## src/rtl/pooling_window_feeder_if.sv

```systemverilog
// Streaming bus for pooling_window_feeder: row-major feature-map input and
// pooled-value output, both valid/ready handshakes.
`ifndef DATA_WIDTH
`define DATA_WIDTH 32
`endif

interface pooling_window_feeder_if;
    logic                   in_valid;
    logic [`DATA_WIDTH-1:0] in_data;
    logic                   in_ready;
    logic                   out_valid;
    logic [`DATA_WIDTH-1:0] out_data;
    logic                   out_ready;

    modport master (
        output in_valid, in_data, out_ready,
        input  in_ready, out_valid, out_data
    );

    modport slave (
        input  in_valid, in_data, out_ready,
        output in_ready, out_valid, out_data
    );
endinterface

```

## src/rtl/pooling_window_feeder.sv

```systemverilog
// Buffers a row pair and sequences an external max cell over each 2x2 window.
// Optional POOL_OUT_LAST_EN adds out_last, marking the final window of a frame.
`ifndef DATA_WIDTH
`define DATA_WIDTH 32
`endif

module pooling_window_feeder #(
    parameter int unsigned FM_WIDTH  = 8,
    parameter int unsigned FM_HEIGHT = 8
) (
    input  logic                   clk,
    input  logic                   rst,
    pooling_window_feeder_if.slave bus,
    output logic [`DATA_WIDTH-1:0] cell_data,
    output logic                   cell_clear,
    input  logic [`DATA_WIDTH-1:0] cell_result
`ifdef POOL_OUT_LAST_EN
    ,
    output logic                   out_last
`endif
);
    localparam int unsigned DW    = `DATA_WIDTH;
    localparam int unsigned NBUF  = 2 * FM_WIDTH;
    localparam int unsigned NWIN  = FM_WIDTH / 2;
    localparam int unsigned WR_W  = $clog2(NBUF);
    localparam int unsigned WIN_W = (NWIN > 1) ? $clog2(NWIN) : 1;
    localparam logic [WR_W-1:0]  WR_LAST  = WR_W'(NBUF - 1);
    localparam logic [WIN_W-1:0] WIN_LAST = WIN_W'(NWIN - 1);

    if (FM_WIDTH < 2 || (FM_WIDTH % 2) != 0 || FM_HEIGHT < 2 || (FM_HEIGHT % 2) != 0) begin : g_param_check
        $error("pooling_window_feeder: FM_WIDTH and FM_HEIGHT must be even and >= 2");
    end

    typedef enum logic {LOAD, POOL} state_t;

    state_t           state_q, state_d;
    logic [WR_W-1:0]  wr_q, wr_d;
    logic [WIN_W-1:0] win_q, win_d;
    logic [2:0]       ph_q, ph_d;
    logic             ov_q, ov_d;
    logic [DW-1:0]    od_q, od_d;
    logic [WR_W-1:0]  base;
    logic [DW-1:0]    row_buf [NBUF];

`ifdef POOL_OUT_LAST_EN
    localparam int unsigned NPAIR  = FM_HEIGHT / 2;
    localparam int unsigned PAIR_W = (NPAIR > 1) ? $clog2(NPAIR) : 1;
    localparam logic [PAIR_W-1:0] PAIR_LAST = PAIR_W'(NPAIR - 1);
    logic [PAIR_W-1:0] pair_q, pair_d;
    logic              ol_q, ol_d;
    assign out_last = ol_q;
`endif

    assign bus.out_valid = ov_q;
    assign bus.out_data  = od_q;

    // Buffer is deliberately unreset; a reset simply restarts the write index.
    always_ff @(posedge clk) begin
        if (bus.in_valid && bus.in_ready) begin
            row_buf[wr_q] <= bus.in_data;
        end
    end

    always_ff @(posedge clk) begin
        if (rst) begin
            state_q <= LOAD;
            wr_q    <= '0;
            win_q   <= '0;
            ph_q    <= '0;
            ov_q    <= 1'b0;
            od_q    <= '0;
`ifdef POOL_OUT_LAST_EN
            pair_q  <= '0;
            ol_q    <= 1'b0;
`endif
        end else begin
            state_q <= state_d;
            wr_q    <= wr_d;
            win_q   <= win_d;
            ph_q    <= ph_d;
            ov_q    <= ov_d;
            od_q    <= od_d;
`ifdef POOL_OUT_LAST_EN
            pair_q  <= pair_d;
            ol_q    <= ol_d;
`endif
        end
    end

    always_comb begin
        state_d      = state_q;
        wr_d         = wr_q;
        win_d        = win_q;
        ph_d         = ph_q;
        ov_d         = ov_q;
        od_d         = od_q;
`ifdef POOL_OUT_LAST_EN
        pair_d       = pair_q;
        ol_d         = ol_q;
`endif
        bus.in_ready = 1'b0;
        cell_clear   = 1'b1;
        cell_data    = '0;
        base         = WR_W'({win_q, 1'b0});

        if (ov_q && bus.out_ready) begin
            ov_d = 1'b0;
`ifdef POOL_OUT_LAST_EN
            ol_d = 1'b0;
`endif
        end

        case (state_q)
            LOAD: begin
                bus.in_ready = !rst;
                if (bus.in_valid && !rst) begin
                    if (wr_q == WR_LAST) begin
                        wr_d    = '0;
                        win_d   = '0;
                        ph_d    = '0;
                        state_d = POOL;
                    end else begin
                        wr_d = wr_q + WR_W'(1);
                    end
                end
            end
            POOL: begin
                cell_clear = (ph_q == 3'd0);
                case (ph_q)
                    3'd1:    cell_data = row_buf[base];
                    3'd2:    cell_data = row_buf[base + WR_W'(1)];
                    3'd3:    cell_data = row_buf[base + WR_W'(FM_WIDTH)];
                    3'd4:    cell_data = row_buf[base + WR_W'(FM_WIDTH + 1)];
                    default: cell_data = '0;
                endcase
                // Phase 5 holds until the output slot frees, keeping the cell's result intact.
                if (ph_q == 3'd5) begin
                    if (!ov_q || bus.out_ready) begin
                        ov_d = 1'b1;
                        od_d = cell_result;
                        ph_d = '0;
`ifdef POOL_OUT_LAST_EN
                        ol_d = (win_q == WIN_LAST) && (pair_q == PAIR_LAST);
`endif
                        if (win_q == WIN_LAST) begin
                            state_d = LOAD;
                            win_d   = '0;
`ifdef POOL_OUT_LAST_EN
                            pair_d  = (pair_q == PAIR_LAST) ? '0 : pair_q + PAIR_W'(1);
`endif
                        end else begin
                            win_d = win_q + WIN_W'(1);
                        end
                    end
                end else begin
                    ph_d = ph_q + 3'd1;
                end
            end
            default: state_d = LOAD;
        endcase

        if (rst) begin
            cell_clear = 1'b1;
            cell_data  = '0;
        end
    end
endmodule

```

## src/flat_wrapper.sv

```systemverilog
// flat-port wrapper written by rule: the top's interface ports become plain ports
module pooling_window_feeder_flat 
#(
    parameter int unsigned FM_WIDTH  = 8,
    parameter int unsigned FM_HEIGHT = 8
)
  (clk, rst, cell_data, cell_clear, cell_result, bus_in_valid, bus_in_data, bus_out_ready, bus_in_ready, bus_out_valid, bus_out_data);
  pooling_window_feeder_if bus_i ();
  input  logic clk;
  input  logic rst;
  output logic [`DATA_WIDTH-1:0] cell_data;
  output logic cell_clear;
  input  logic [`DATA_WIDTH-1:0] cell_result;
  input wire logic [$bits(bus_i.in_valid)-1:0] bus_in_valid;
  input wire logic [$bits(bus_i.in_data)-1:0] bus_in_data;
  input wire logic [$bits(bus_i.out_ready)-1:0] bus_out_ready;
  output wire logic [$bits(bus_i.in_ready)-1:0] bus_in_ready;
  output wire logic [$bits(bus_i.out_valid)-1:0] bus_out_valid;
  output wire logic [$bits(bus_i.out_data)-1:0] bus_out_data;
  assign bus_i.in_valid = bus_in_valid;
  assign bus_i.in_data = bus_in_data;
  assign bus_i.out_ready = bus_out_ready;
  assign bus_in_ready = bus_i.in_ready;
  assign bus_out_valid = bus_i.out_valid;
  assign bus_out_data = bus_i.out_data;
  pooling_window_feeder #(.FM_WIDTH(FM_WIDTH), .FM_HEIGHT(FM_HEIGHT)) u_core (.clk(clk), .rst(rst), .bus(bus_i), .cell_data(cell_data), .cell_clear(cell_clear), .cell_result(cell_result));
endmodule
```

## config.mk

```make
export PLATFORM = sky130hd
export DESIGN_NAME = pooling_window_feeder_flat
export DESIGN_NICKNAME = d
export VERILOG_FILES = /design/src/rtl/pooling_window_feeder_if.sv /design/src/rtl/pooling_window_feeder.sv /design/src/flat_wrapper.sv
export SDC_FILE = /design/constraint.sdc
export NUM_CORES = 1
export LEC_CHECK = 0
export CORE_MARGIN = 3
export CORE_UTILIZATION = 50
export CTS_BUF_LIST = sky130_fd_sc_hd__clkbuf_4
export DETAILED_ROUTE_END_ITERATION = 16
export PLACE_DENSITY = 0.69
export SLEW_MARGIN = 20
export SYNTH_ARGS = -nofsm -noshare
export SYNTH_HDL_FRONTEND = slang
export SYNTH_SLANG_ARGS = --single-unit
```

## constraint.sdc

```tcl
create_clock -name clk -period 5.6 [get_ports clk]
set_input_delay 1.12 -clock clk [delete_from_list [all_inputs] [get_ports clk]]
set_output_delay 1.12 -clock clk [all_outputs]
set_load 0.05 [all_outputs]
```

==> results.toml, run 1 <==
[synth]
synthMuxAreaShare = 0.119
synth_top_family_by_area = "multiplexers"
ys_seq_area_frac = 0.752
syn_nets = 1367
ys.flop_type = "edfxtp_1"
synthArstFlopShare = 0
postSynthAreaPerCell_um2 = 16.7
synthSimpleGateAreaFrac = 0.0309
postSynthCellCount = 1293
yosys_warnings = 0
synth_compound_area_frac = 0.0715
synth_edf_count = 512
ys_ff_latch = 557
synth_cell_types = 40
synth-xor-area-share = 0.00121
synthesis.area_um2 = 21700
synth-adder-area-share = 0.00347

[cts]
path_clk_slew_ns = 0.06
cts_inserted_buffers = 138
cts_resized = 0
ctsHoldBuffers = 0
cts_max_path_buffers = 3
cts_tree = "done"
cts.sinks = 557
root_buffer = "clkbuf_4"
htreeDepth = 4
clock_latency_ns = 0.78
postCtsSetupRepairBufs = 0

[run_status]
status = "finished clean"

[floorplan]
core_area_um2 = 42300
die_x_um = 214
pin_count = 135
die_area_um2 = 45800
start_util = 0.512
rows = 75
die_h_um = 214

[timing]
rsz0062_at_grt = "false"
min_period_ns = 4.65
setup_viol_count_final = 0
fin_worst_skew_ns = 0.0383
final_max_slew_viol_count = 0
relSlewSlack = 0.254
holdWs_ns = 0.455
fmax_ghz = 0.215
fin_crit_sh = 0.830
worst_slew_pin_slew_ns = 1.11
hold_violations = 0
setup_tns_ns = 0

[finish]
syn2layout_area_growth_pct = 19.1
nNetsFinal = 1589
drive_gt1_frac = 0.208
instances_no_fill = 2181
mostFrequentLayoutCells = "edfxtp_1 (512), mux2i_1 (257), clkbuf_4 (211)"
fin_area_um2 = 25800
final_common_cell = "edfxtp_1"

[critical_path]
cp_data_arrival_time_ns = 3.53
setup.worst_path.class = "flip-flop to output pin"
cp_max_fo = 17
critPathRequiredTime_ns = 4.48
setup.worst_path.end_class = "output pin"
reg2regPathDepth = 4
cp-start-kind = "flip-flop"

[grt]
grt_pass1_wl_um = 73200
antenna_found_initial = 1
grt_pass1_vias = 12778
grt_max_degree = 52
grt_use_total = 0.209
gr-total-overflow = 0

[hold_path]
whs_path_depth = 2
hold_path.class = "flip-flop to flip-flop"

[detailed_routing]
drt_iter0_drc = 813
drtAntennaViolNets = 0
via_count = 12088
wl_um = 48100
avgViaCountPerCell = 5.54
drc = 0
wire_per_inst_um = 22.0
first_pass_iters = 5

[placement]
dp.final_hpwl_um = 28000
gp_congestion = 0.745
placed_area_um2 = 24000
dp_cells = 1950
io_buffers = 134

[pwr]
p_total_uw = 7980
p_leak_uw = 0.00780
ir_drop_mv = 0.165
p_per_area_nw_per_um2 = 309

[flow_run]
cap_violations = 0
==> layer usage <==
metal / share of wire / global-route usage
met1: 0.42 / 0.260
met5: 0 / 0
met2: 0.50 / 0.354
met3: 0.058 / 0.0536
met4: 0.027 / 0.0818
==> where the power goes <==
group	switching, uW	internal, uW	total, uW
registers	7.19	4560	4570
clock network	1470	1780	3260
logic	93.9	57.1	151
==> cells by family (layout without fill, tap and decap cells) <==
logic type               Yosys count  after routing
other                              0              2
AND/OR/NAND/NOR                  149            149
buffers and inverters             86            395
AO/OA/AOI/OAI                    235            235
flip-flops                       557            557
adder cells (fa/ha/maj)            6              6
XOR/XNOR                           3              3
multiplexers                     257            257
==> critical path, stage by stage (launching register included) <==
cell,delay (ns)
dfxtp_1,0.52
nand3b_1,0.82
buf_4,0.54
o22ai_1,0.21
o21ai_1,0.14
a21oi_1,0.29
buf_12,0.18
==> registers in the layout, indices dropped and copies added, names as in the netlist, named ones only <==
name                  count
u_core.row_buf          512
u_core.bus.out_data      32
u_core.wr_q               4
u_core.ph_q               3
u_core.win_q              2
u_core.bus.out_valid      1
u_core.state_q            1
==> layout make-up <==
class / instances / area, um2
flip-flops and latches: 557 / 16300
inverters: 5 / 18.8
fillers: 3098 / 16500
repair buffers: 163 / 2050
clock inverters: 16 / 113
well taps: 577 / 722
multi-input cells: 650 / 5020
clock buffers: 211 / 1580
diodes: 2 / 5.00
==> per-stage QoR <==
stage	util	setup slack (ns)
detailed placement	0.568	1.44
finish	0.609	0.954
global route	0.609	0.738
floorplan	-	1.31
CTS	0.608	0.834
global placement	0.565	1.51
==> cells in the mapped netlist, drive strengths merged, types with 2 or more instances <==
cell / number / share of area
mux2i: 257 / 0.12
o22ai: 128 / 0.046
o31ai: 2 / 0.00069
edfxtp: 512 / 0.71
ha: 6 / 0.0035
clkbuf: 23 / 0.0040
nand3: 4 / 0.00092
dfxtp: 45 / 0.042
buf: 58 / 0.018
nand2: 74 / 0.013
nand4bb: 2 / 0.0018
nor2: 47 / 0.0081
inv: 5 / 0.00087
xor2: 2 / 0.00081
nand2b: 5 / 0.0014
and3: 2 / 0.00058
nor3: 4 / 0.00092
nand3b: 2 / 0.00069
or3b: 2 / 0.00081
a21oi: 67 / 0.015
o21ai: 33 / 0.0076
==> final timing paths <==
kind	from	endpoint	slack [ns]
setup / recovery	u_core.win_q[0]$_SDFFE_PP0P_	cell_data[28]	0.95
hold / removal	u_core.bus.out_data[19]$_SDFFE_PP0P_	u_core.bus.out_data[19]$_SDFFE_PP0P_	0.45
setup reg to reg	u_core.state_q$_SDFF_PP0_	u_core.row_buf[2][30]$_DFFE_PP_	2.79
hold reg to reg	u_core.bus.out_data[19]$_SDFFE_PP0P_	u_core.bus.out_data[19]$_SDFFE_PP0P_	0.45
No activity file was read; power rests on OpenSTA's default activity.
==> inputs of run 2 (changes only) <==
- clock period: 5.6 -> 4.69 ns (I/O delays scaled with it)
==> results.toml, run 2 (synthesis results as in run 1) <==
[critical_path]
r2r_slack_ns = 2.23
r2r-start = "u_core.state_q$_SDFF_PP0_"
setup.worst_path.class = "flip-flop to output pin"
critPathRequiredTime_ns = 3.75
cp-start-kind = "flip-flop"
cp_data_arrival_time_ns = 3.42
setup.worst_path.end_class = "output pin"
r2r-end = "u_core.row_buf[9][24]$_DFFE_PP_"
cp_max_fo = 19
reg2regPathDepth = 4

[cts]
cts_max_path_buffers = 3
htreeDepth = 4
cts_resized = 0
cts_inserted_buffers = 142
ctsHoldBuffers = 0
cts.sinks = 557
path_clk_slew_ns = 0.06
postCtsSetupRepairBufs = 0
clock_latency_ns = 0.80
cts_tree = "done"
root_buffer = "clkbuf_4"

[hold_path]
whs_path_depth = 2
hold_path.class = "flip-flop to flip-flop"
hp-start = "u_core.bus.out_data[26]$_SDFFE_PP0P_"
whs_endpoint = "u_core.bus.out_data[26]$_SDFFE_PP0P_"

[pwr]
ir_drop_mv = 0.180
p_leak_uw = 0.00786
p_per_area_nw_per_um2 = 372

[placement]
dp.final_hpwl_um = 27900
io_buffers = 134
gp_congestion = 0.750

[finish]
nNetsFinal = 1603
mostFrequentLayoutCells = "edfxtp_1 (512), mux2i_1 (257), clkbuf_4 (205)"
drive_gt1_frac = 0.213
largest_register = "u_core.row_buf"
syn2layout_area_growth_pct = 19.7
largest_register_ff_count = 512
fill_cells = 3094
final_common_cell = "edfxtp_1"

[run_status]
status = "finished clean"

[timing]
worst_slew_pin_slew_ns = 1.02
holdWs_ns = 0.453
final_max_slew_viol_count = 0
fin_crit_sh = 0.928
setup_tns_ns = 0
relSlewSlack = 0.317
min_period_ns = 4.35
hold_violations = 0
fmax_ghz = 0.230
rsz0062_at_grt = "false"
setup_viol_count_final = 0
fin_worst_skew_ns = 0.0265

[detailed_routing]
avgViaCountPerCell = 5.60
m1WireLength_um = 20800
wl_met3_um = 3390
wl_met2_um = 23800
via_count = 12268
drtAntennaViolNets = 0
first_pass_iters = 5
wire_per_inst_um = 22.4
drc = 0
drt_iter0_drc = 732
top_layer = "met4"
wl_um = 49100

[grt]
grt_pass1_wl_um = 74700
antenna_found_initial = 1
grt_max_degree = 45
grt_use_total = 0.212
gr-total-overflow = 0
grt_pass1_vias = 12846

[floorplan]
die_h_um = 214
die_x_um = 214
start_util = 0.512
rows = 75
pin_count = 135
core_area_um2 = 42300
die_area_um2 = 45800

[flow_run]
cap_violations = 0
==> run 2: cell count changes in the layout (fill, tap and decap cells not counted), sizes merged <==
cell           before  now
buf                61   72
clkbuf            211  205
clkinvlp            0    3
bufinv              2    4
clkdlybuf4s50     102  101
clkinv             10   11
diode               2    1
==> run 2: how the worst max path moves through the flow <==
stage,startpoint,end,slack (ns),cells past startpoint
4_1_cts,u_core.ph_q[0]$_SDFFE_PP0P_,cell_data[27],0.28,8
6_report,u_core.ph_q[0]$_SDFFE_PP0P_,cell_data[31],0.34,8
5_1_grt,u_core.ph_q[1]$_SDFFE_PP0P_,cell_data[20],0.16,8
3_3_place_gp,rst,cell_data[27],0.95,6
2_1_floorplan,rst,u_core.row_buf[1][0]$_DFFE_PP_,0.58,3
3_5_place_dp,rst,cell_data[27],0.93,6
==> run 2: per-layer routing <==
metal  up-vias  GRT usage
met2       459      0.347
met3        83     0.0502
met5         -          0
li1       5609          -
met4         0     0.0772
met1      6117      0.281
==> run 2: power by group <==
group          switching, uW  internal (uW)  leakage (uW)
registers               8.55           5450       0.00498
clock network           1810           2200       0.00103
logic                    110           67.2       0.00185
total                   1930           7720       0.00786
==> run 2: critical path, stage by stage (launching register included) <==
cell and delay [ns]:
dfxtp_1 0.52, and2_1 0.19, ha_1 0.18, nand2_1 0.52, buf_12 0.40, o22ai_1 0.20
nor2_1 0.14, a21oi_1 0.28, buf_12 0.18
==> run 2: cell type report <==
| class | count | area, um2 | area share |
|---|---|---|---|
| clock buffer | 205 | 1540 | 0.0594 |
| clock inverter | 22 | 199 | 0.00767 |
| timing repair buffer | 173 | 2140 | 0.0825 |
| multi-input combinational | 650 | 5020 | 0.194 |
| tap | 577 | 722 | 0.0279 |
| inverter | 5 | 18.8 | 0.000724 |
| antenna | 1 | 2.50 | 0.0000965 |
| sequential | 557 | 16300 | 0.628 |
==> run 2: stage by stage <==
stage | cell area, um2 | instances | total power [uW] | worst slack (ns) | utilization
floorplan | 21700 | 1293 | 5600 | 0.581 | -
global placement | 24200 | 1962 | 5730 | 0.952 | 0.571
detailed placement | 24200 | 1962 | 5740 | 0.933 | 0.571
CTS | 25900 | 2189 | 9750 | 0.276 | 0.612
global route | 25900 | 2190 | 10000 | 0.162 | 0.612
finish | 25900 | 2190 | 9640 | 0.336 | 0.612
